==> src/rtl/uart_pkg.sv <==
// Shared UART definitions: receiver states, parity modes, oversampling rate
// and the divider calculation used by the oversample tick generator.
package uart_pkg;

  localparam int OS_RATE = 16;

  typedef enum logic [2:0] {
    IDLE  = 3'd0,
    START = 3'd1,
    DATA  = 3'd2,
    PAR   = 3'd3,
    STOP  = 3'd4
  } rx_state_e;

  typedef enum logic [1:0] {
    NONE = 2'd0,
    EVEN = 2'd1,
    ODD  = 2'd2
  } parity_e;

  // Clock cycles per oversample tick, truncated.
  function automatic int calc_os_div(input int clk_freq, input int baud_rate);
    return clk_freq / (baud_rate * OS_RATE);
  endfunction

endpackage

==> src/rtl/uart_os_tick.sv <==
// Oversample tick divider: one-cycle pulse every OS_DIV clocks.
module uart_os_tick
  import uart_pkg::*;
#(
  parameter int CLK_FREQ  = 100_000_000,
  parameter int BAUD_RATE = 115200
) (
  input  logic clk,
  input  logic rstn,
  output logic os_tick
);

  localparam int OS_DIV = calc_os_div(CLK_FREQ, BAUD_RATE);
  localparam int CW     = (OS_DIV < 2) ? 1 : $clog2(OS_DIV);
  localparam logic [CW-1:0] CNT_LAST = CW'(OS_DIV - 1);

  // A divider below 2 cannot produce a distinct tick pulse.
  if (OS_DIV < 2) begin : g_os_div_check
    $error("uart_os_tick: OS_DIV must be at least 2");
  end

  logic [CW-1:0] cnt_q, cnt_d;
  logic          tick_q, tick_d;

  // Next-state for the divider: wrap at OS_DIV-1 and flag the wrap.
  always_comb begin
    cnt_d  = cnt_q;
    tick_d = 1'b0;
    if (cnt_q == CNT_LAST) begin
      cnt_d  = '0;
      tick_d = 1'b1;
    end else begin
      cnt_d  = cnt_q + CW'(1);
      tick_d = 1'b0;
    end
  end

  // Divider counter and registered tick output.
  always_ff @(posedge clk or negedge rstn) begin
    if (!rstn) begin
      cnt_q  <= '0;
      tick_q <= 1'b0;
    end else begin
      cnt_q  <= cnt_d;
      tick_q <= tick_d;
    end
  end

  assign os_tick = tick_q;

endmodule

==> src/rtl/uart_rx_os16.sv <==
// 16x oversampling UART receiver with 2-of-3 majority sampling, start-bit
// glitch rejection, optional parity check and a valid/ready holding register.
module uart_rx_os16
  import uart_pkg::*;
#(
  parameter int DATA_WIDTH = 8,
  parameter int BAUD_RATE  = 115200,
  parameter int CLK_FREQ   = 100_000_000,
  parameter int PARITY     = 0
) (
  input  logic                  clk,
  input  logic                  rstn,
  input  logic                  rxd,
  output logic [DATA_WIDTH-1:0] rx_data,
  output logic                  rx_valid,
  input  logic                  rx_ready,
  output logic                  frame_err,
  output logic                  parity_err,
  output logic                  overrun
);

  localparam parity_e PAR_MODE = parity_e'(PARITY[1:0]);
  localparam int BCW = (DATA_WIDTH > 1) ? $clog2(DATA_WIDTH) : 1;
  localparam logic [BCW-1:0] BIT_LAST = BCW'(DATA_WIDTH - 1);

  localparam logic [3:0] CNT_S7  = 4'd7;
  localparam logic [3:0] CNT_S8  = 4'd8;
  localparam logic [3:0] CNT_S9  = 4'd9;
  localparam logic [3:0] CNT_END = 4'd15;

  logic                  os_tick_s;
  logic [1:0]            sync_q;
  logic                  rxd_s;
  logic                  maj_s;
  logic                  par_exp_s;
  logic [DATA_WIDTH:0]   shift_ins_s;

  rx_state_e             state_q, state_d;
  logic [3:0]            os_cnt_q, os_cnt_d;
  logic [BCW-1:0]        bit_cnt_q, bit_cnt_d;
  logic [1:0]            samp_q, samp_d;
  logic [DATA_WIDTH-1:0] shift_q, shift_d;
  logic                  par_err_q, par_err_d;
  logic [DATA_WIDTH-1:0] rx_data_q, rx_data_d;
  logic                  rx_valid_q, rx_valid_d;
  logic                  frame_err_q, frame_err_d;
  logic                  parity_err_q, parity_err_d;
  logic                  overrun_q, overrun_d;

  uart_os_tick #(
    .CLK_FREQ  (CLK_FREQ),
    .BAUD_RATE (BAUD_RATE)
  ) u_os_tick (
    .clk     (clk),
    .rstn    (rstn),
    .os_tick (os_tick_s)
  );

  // Two-flop synchronizer for the asynchronous serial line (idles high).
  always_ff @(posedge clk or negedge rstn) begin
    if (!rstn) begin
      sync_q <= 2'b11;
    end else begin
      sync_q <= {sync_q[0], rxd};
    end
  end

  assign rxd_s = sync_q[1];

  // Samples at os_cnt 7 and 8 are stored; the third is the live line at 9.
  assign maj_s = (samp_q[0] & samp_q[1]) | (samp_q[0] & rxd_s) | (samp_q[1] & rxd_s);

  // Expected parity bit: XOR of the data for even, its inverse for odd.
  assign par_exp_s = (PAR_MODE == ODD) ? ~(^shift_q) : (^shift_q);

  // New bit enters at the MSB so the word ends up LSB-first aligned.
  assign shift_ins_s = {maj_s, shift_q};

  // Receiver FSM, sampler, shifter and holding-register next-state logic.
  always_comb begin
    state_d      = state_q;
    os_cnt_d     = os_cnt_q;
    bit_cnt_d    = bit_cnt_q;
    samp_d       = samp_q;
    shift_d      = shift_q;
    par_err_d    = par_err_q;
    rx_data_d    = rx_data_q;
    frame_err_d  = frame_err_q;
    parity_err_d = parity_err_q;
    overrun_d    = 1'b0;

    if (rx_valid_q && rx_ready) begin
      rx_valid_d = 1'b0;
    end else begin
      rx_valid_d = rx_valid_q;
    end

    if (os_tick_s) begin
      if (state_q != IDLE) begin
        os_cnt_d = os_cnt_q + 4'd1;
      end else begin
        os_cnt_d = 4'd0;
      end

      if (os_cnt_q == CNT_S7) begin
        samp_d[0] = rxd_s;
      end else if (os_cnt_q == CNT_S8) begin
        samp_d[1] = rxd_s;
      end else begin
        samp_d = samp_q;
      end

      case (state_q)
        IDLE: begin
          if (!rxd_s) begin
            state_d   = START;
            os_cnt_d  = 4'd0;
            bit_cnt_d = '0;
            par_err_d = 1'b0;
          end else begin
            state_d = IDLE;
          end
        end
        START: begin
          if ((os_cnt_q == CNT_S9) && maj_s) begin
            state_d  = IDLE;
            os_cnt_d = 4'd0;
          end else if (os_cnt_q == CNT_END) begin
            state_d   = DATA;
            bit_cnt_d = '0;
          end else begin
            state_d = START;
          end
        end
        DATA: begin
          if (os_cnt_q == CNT_S9) begin
            shift_d = shift_ins_s[DATA_WIDTH:1];
          end else if (os_cnt_q == CNT_END) begin
            if (bit_cnt_q == BIT_LAST) begin
              bit_cnt_d = '0;
              state_d   = (PAR_MODE == NONE) ? STOP : PAR;
            end else begin
              bit_cnt_d = bit_cnt_q + BCW'(1);
            end
          end else begin
            state_d = DATA;
          end
        end
        PAR: begin
          if (os_cnt_q == CNT_S9) begin
            par_err_d = maj_s ^ par_exp_s;
          end else if (os_cnt_q == CNT_END) begin
            state_d = STOP;
          end else begin
            state_d = PAR;
          end
        end
        STOP: begin
          if (os_cnt_q == CNT_S9) begin
            // Leave half a bit early so the next start edge is not missed.
            state_d  = IDLE;
            os_cnt_d = 4'd0;
            if (!rx_valid_q || rx_ready) begin
              rx_data_d    = shift_q;
              frame_err_d  = ~maj_s;
              parity_err_d = (PAR_MODE != NONE) ? par_err_q : 1'b0;
              rx_valid_d   = 1'b1;
            end else begin
              overrun_d = 1'b1;
            end
          end else begin
            state_d = STOP;
          end
        end
        default: begin
          state_d  = IDLE;
          os_cnt_d = 4'd0;
        end
      endcase
    end else begin
      state_d = state_q;
    end
  end

  // State, counters, sample/shift registers and registered outputs.
  always_ff @(posedge clk or negedge rstn) begin
    if (!rstn) begin
      state_q      <= IDLE;
      os_cnt_q     <= 4'd0;
      bit_cnt_q    <= '0;
      samp_q       <= 2'b00;
      shift_q      <= '0;
      par_err_q    <= 1'b0;
      rx_data_q    <= '0;
      rx_valid_q   <= 1'b0;
      frame_err_q  <= 1'b0;
      parity_err_q <= 1'b0;
      overrun_q    <= 1'b0;
    end else begin
      state_q      <= state_d;
      os_cnt_q     <= os_cnt_d;
      bit_cnt_q    <= bit_cnt_d;
      samp_q       <= samp_d;
      shift_q      <= shift_d;
      par_err_q    <= par_err_d;
      rx_data_q    <= rx_data_d;
      rx_valid_q   <= rx_valid_d;
      frame_err_q  <= frame_err_d;
      parity_err_q <= parity_err_d;
      overrun_q    <= overrun_d;
    end
  end

  assign rx_data    = rx_data_q;
  assign rx_valid   = rx_valid_q;
  assign frame_err  = frame_err_q;
  assign parity_err = parity_err_q;
  assign overrun    = overrun_q;

endmodule

==> config.mk <==
export PLATFORM = sky130hd
export DESIGN_NAME = uart_rx_os16
export DESIGN_NICKNAME = d
export VERILOG_FILES = /design/src/rtl/uart_pkg.sv /design/src/rtl/uart_os_tick.sv /design/src/rtl/uart_rx_os16.sv
export SDC_FILE = /design/constraint.sdc
export NUM_CORES = 1
export LEC_CHECK = 0
export BUFFER_PORTS_ARGS = -buffer_cell sky130_fd_sc_hd__clkbuf_2
export CAP_MARGIN = 20
export CORE_MARGIN = 2
export CORE_UTILIZATION = 58
export DETAILED_ROUTE_END_ITERATION = 8
export GPL_TIMING_DRIVEN = 0
export PLACE_DENSITY = 0.86
export SKIP_CTS_REPAIR_TIMING = 1
export SLEW_MARGIN = 20
export SYNTH_ARGS = -nofsm -noshare
export SYNTH_HDL_FRONTEND = slang
export SYNTH_HIERARCHICAL = 1
export SYNTH_SLANG_ARGS = --single-unit
==> constraint.sdc <==
create_clock -name clk -period 2.4 [get_ports clk]
set_input_delay 0.72 -clock clk [delete_from_list [all_inputs] [get_ports clk]]
set_output_delay 0.72 -clock clk [all_outputs]
set_load 0.05 [all_outputs]
## After elaboration in Yosys (flattened, before gate mapping)

Cells that the tools add are included.

- Bits in registers: 40
- Latch bits: 0
- RAM bits: 0
- Bits in read-only memories: 0
- Input port bits: 4
- Output and inout port bits: 12
- Word-level logic and storage cells: 87
- Memories: 0

- $add $sub $neg: 3
- Multipliers: 0
- Divide/modulo/power cells: 0
- $lt $le $gt $ge: 0
- Equality and inequality tests: 17
- Shifts and indexed selects: 0
- Mux-type cells: 33
- Bitwise operators: 7
- Reductions and logical operators: 14

Operator list:

| kind | number |
|---|---|
| $mux W3 | 12 |
| $mux W4 | 4 |
| $pmux W4 S4 | 1 |
| $pmux W3 S5 | 1 |
| $eq A4 B4 Y1 const B | 3 |
| $ne A2 B2 Y1 const B | 6 |
| $mux W1 | 11 |
| $pmux W3 S3 | 1 |
| $reduce_and A4 Y1 | 2 |
| $reduce_and A7 Y1 | 1 |
| $add A6 B1 Y6 const B | 1 |
| $eq A3 B2 Y1 const B | 2 |
| $eq A3 B3 Y1 const B | 2 |
| $eq A6 B6 Y1 const B | 1 |
| $mux W6 | 1 |
| $reduce_and A3 Y1 | 2 |
| $reduce_bool A3 Y1 | 2 |
| $add A4 B1 Y4 const B | 1 |
| $eq A4 B3 Y1 const B | 1 |
| $mux W2 | 2 |
| $add A3 B1 Y3 const B | 1 |
| $and A1 B1 Y1 | 3 |
| $eq A3 B1 Y1 const B | 1 |
| $logic_not A3 Y1 | 1 |
| 8 further kinds | 11 |

## Longest topological paths before layout

- Depth in word-level cells: 6
- Mapped depth: 8
- Depth with buffers taken out: 6

## Cells and area by module

Netlist, hierarchy kept.

By module, submodules not included:

| module | times used | cells each | area each (sq um) | sequential area each (sq um) |
|---|---|---|---|---|
| uart_rx_os16 | 1 | 136 | 1625.3 | 828.3 |
| uart_os_tick | 1 | 29 | 304.0 | 175.2 |

## Worst setup path before layout

OpenSTA, ideal clock, no wires.

- Path type: reg2reg
- From: reg os_cnt_q[1]
- To: reg shift_q[0]
- Library setup time: 125 ps
- Arrival: 1553 ps
- Required time: 2275 ps
- Path slack: 721 ps
- Stages on the path, launching flop included: 7
- Path buffers: 1
- Clock period less this slack: 1679 ps
- Path through: dfrtp_1 -> inv_1 -> ha_1 -> inv_1 -> or4_1 -> buf_6 -> mux2_4

- Longest elaborated chain between the ends: 2

RTL lines:

| what | RTL line | text |
|---|---|---|
| start, declared | uart_rx_os16.sv:39 | `logic [3:0] os_cnt_q, os_cnt_d;` |
| start signal, assigned | uart_rx_os16.sv:201 | `os_cnt_q <= os_cnt_d;` |
| $eq A4 B4 Y1 | uart_rx_os16.sv:136 | `if (os_cnt_q == CNT_S9) begin` |
| $reduce_and A3 Y1 (no source line) | - |  |
| end signal, assigned | uart_rx_os16.sv:204 | `shift_q <= shift_d;` |
| end, declared | uart_rx_os16.sv:42 | `logic [DATA_WIDTH-1:0] shift_q, shift_d;` |

Every way passes these cells.
A chain may end at the register's enable or synchronous reset.

## Final worst setup path

- From: reg state_q[0]
- To: reg rx_data_q[3] (netlist: rx_data[3])

- Longest elaborated chain between the ends: 2

RTL lines:

| what | RTL line | text |
|---|---|---|
| start, declared | uart_rx_os16.sv:38 | `rx_state_e state_q, state_d;` |
| start signal, assigned | uart_rx_os16.sv:200 | `state_q <= state_d;` |
| $eq A3 B3 Y1 | uart_rx_os16.sv:113 | `case (state_q)` |
| $reduce_and A4 Y1 (no source line) | - |  |
| end signal, assigned | uart_rx_os16.sv:206 | `rx_data_q <= rx_data_d;` |
| end, declared | uart_rx_os16.sv:44 | `logic [DATA_WIDTH-1:0] rx_data_q, rx_data_d;` |

Every way passes these cells.

==> metrics.md <==
| Metric | Value |
|---|---|
| Slew margin rel. | 37.1% |
| Max_cap viols | 0 |
| Worst R2R Setup Slack | between 0.5 and 0.6 ns |
| Max Root-Sink Buffers | 2 |
| H-tree Lvls | 2 |
| CP required | ~2.7 ns |
| Hold slack | between 0.3 and 0.4 ns |
| CTS tree | built |
| Post-synthesis sequential area ratio | ~52% |
| Share of cells above drive strength 1 | between 20% and 30% |
| Distinct cells, synth | 38 |
| Synthesized Nets | about 180 |
| Initial antenna violation count | 0 |
| Max VDD drop | 382 uV |
| Achievable Freq | approximately 550 MHz |
| Ys async rst share | 100% |
| Clk root buf | clkbuf_4 |
| Pin count of the biggest net entering global routing | about 40 |
| Die area | 3800 um2 |
| Clk pin slew, worst setup/hold paths | around 0.12 ns |
| R2R Path Start | state_q[0]$_DFFE_PN0P_ |
| Die Y | between 60 and 70 um |
| Via/cell ratio | 5.65 |
| Router iterations before antenna repair | 4 |
| Overall Power | approximately 1100 uW |
| Synth warn | 6 |
| Initial Util | 62.2% |
| Setup Viol. Count Final | 0 |
| Layout overhead on the synthesized area | 10.6% |
| Worst EP arrival | 2.06 ns |
| Vias in the first global route | 1222 |
| Post-DP HPWL | between 2000 and 2500 um |
| Ant. Diodes | 0 |
| Cells after synthesis | about 170 |
| Layout Nets | 197 |
| Wire length on met2 | 1620 um |
| Post-DRT Antenna Nets | 0 |
| Placed cell area | 2050 um2 |
| Most common cell after layout, fill and taps aside | dfrtp_1 |
| CP startpoint | state_q[0]$_DFFE_PN0P_ |
| Crit path max fanout | 10 |
| Tot GR Track Use | 20.3% |
| DR vias | about 1300 |
| DRT iter0 DRCs | 44 |
| Row count | 20 |
| WS Path Type | flop to flop |
| Remaining DRCs | 0 |
| Setup TNS | 0 ns |
| Die Wd | around 60 um |
| Max Slew Vio Count | 0 |
| Final period util | 75.6% |
| Flops & latches, synth | 40 |
| Final Wtd Congestion | 0.884 |
| Fill cells | between 200 and 250 |
| Routed length on met1 | 1460 um |
| Predominant post-synthesis flop cell | dfrtp_1 |
| Inserted Clock Buffers | 5 |
| Core Area | slightly above 3000 um2 |
| Worst Skew | approximately 0.013 ns |
| Endpoint class of the critical path | flop |
| EDFF count, synth | 0 |
| Power Density | around 530 nW/um2 |
| Port Buffers | 14 |
| First-pass GRT wire length | roughly 5500 um |
| Leak Pwr | 0.00106 uW |
| Post-synthesis cell area | between 1500 and 2000 um2 |
| Final hold vios | 0 |
| CP Launch Type | flop |
| Avg Synthesized Cell Area | 11.7 um2 |
| Final Instance Area | ~2100 um2 |
| Later-pin clock latency in the skew report | roughly 0.35 ns |
| Most frequent cells in the layout | dfrtp_1 (38), mux2_4 (16), clkbuf_2 (14), nor2_1 (12), nand2_1 (11) |
| Worst R2R Path Depth | 5 |
| RSZ-0062 raised after global routing | no |
| Status | finished clean |
| Total congestion overflow | 0 |
| WL final | approximately 3300 um |
| Min-Delay Path Class | flop to flop |
| Critical R2R Capture | rx_data[3]$_DFFE_PN0P_ |
| Top Layer Used | met4 |
| Clock sinks | 40 |
| Final min period | ~1.8 ns |
| CP Capture Point | rx_data[3]$_DFFE_PN0P_ |
| Slew @ Worst Pin | between 0.9 and 1 ns |
| Met3 Wirelength | between 100 and 150 um |
| Wirelength per Cell | between 10 and 15 um |
| # IOs | 16 |
==> Yosys cell counts (all sizes together) (2+ instances only) <==
master / n / area [um2]
o22ai: 3 / 18.8
clkbuf: 2 / 7.51
nand4: 3 / 18.8
nor2: 12 / 45.0
mux2: 18 / 263
inv: 10 / 37.5
nand3: 6 / 30.0
xor2: 2 / 17.5
nand4bb: 2 / 22.5
ha: 7 / 87.6
buf: 7 / 58.8
dfstp: 2 / 52.6
a31oi: 2 / 12.5
a21oi: 3 / 15.0
nor3: 5 / 25.0
dfrtp: 38 / 951
nand2: 11 / 41.3
nand2b: 5 / 31.3
o21ai: 10 / 50.1
mux2i: 2 / 20.0
==> report_power, final <==
group          internal [uW]  leakage (uW)  switching [uW]
sequential               677      0.000538            1.77
combinational           3.47      0.000480            16.1
clock                    217     0.0000412             222
==> registers in the layout, summed over array words and instances, names as in the netlist <==
name / flops
rx_data: 8
rx_valid: 1
state_q: 3
sync_q: 2
bit_cnt_q: 3
u_os_tick/os_tick: 1
samp_q: 2
overrun: 1
frame_err: 1
os_cnt_q: 4
shift_q: 8
u_os_tick/cnt_q: 6
==> worst min path at each step <==
stage,cells after the start,startpoint,end
final,0,sync_q[0]$_DFF_PN1_,sync_q[1]$_DFF_PN1_
after global routing,0,sync_q[0]$_DFF_PN1_,sync_q[1]$_DFF_PN1_
after CTS,0,sync_q[0]$_DFF_PN1_,sync_q[1]$_DFF_PN1_
after detailed placement,0,sync_q[0]$_DFF_PN1_,sync_q[1]$_DFF_PN1_
after global placement,0,sync_q[0]$_DFF_PN1_,sync_q[1]$_DFF_PN1_
after floorplan,0,sync_q[0]$_DFF_PN1_,sync_q[1]$_DFF_PN1_
==> kinds of logic (layout without fill, tap and decap cells) <==
family | after synthesis | in the layout | share of synthesized area, %
other | 1 | 1 | 0.194
XOR/XNOR | 3 | 3 | 1.36
AND/OR/NAND/NOR | 49 | 49 | 13.2
AO/OA/AOI/OAI | 25 | 25 | 8.11
flip-flops | 40 | 40 | 52.0
adder cells (fa/ha/maj) | 8 | 8 | 5.06
buffers and inverters | 19 | 41 | 5.38
multiplexers | 20 | 20 | 14.7
==> metal layers <==
metal | vias to the layer above | track usage (%)
met1 | 645 | 24.4
met2 | 37 | 32.6
met4 | 0 | 9.73
li1 | 615 | -
met5 | - | 0
met3 | 8 | 6.93
==> layout make-up <==
type	instances	area, um2	area share, %
timing repair buffer	14	70.1	3.28
buffer	9	66.3	3.11
sequential	40	1000	47.0
clock inverter	3	42.5	1.99
clock buffer	5	37.5	1.76
inverter	10	37.5	1.76
tap	44	55.1	2.58
multi-input combinational	106	822	38.5
==> critical path, stage by stage (launching register included) <==
cell	delay, ns
dfrtp_1	0.40
buf_6	0.13
or3b_1	0.43
nand4bb_1	0.25
buf_6	0.19
mux2_4	0.30
==> through the flow <==
stage	utilization, %	std cells	worst slack (ns)
floorplan	-	165	0.721
global placement	66.2	223	0.665
detailed placement	66.2	223	0.621
CTS	68.8	231	0.582
global route	68.8	231	0.467
finish	68.8	231	0.586
(Power assumes the default switching activity.)
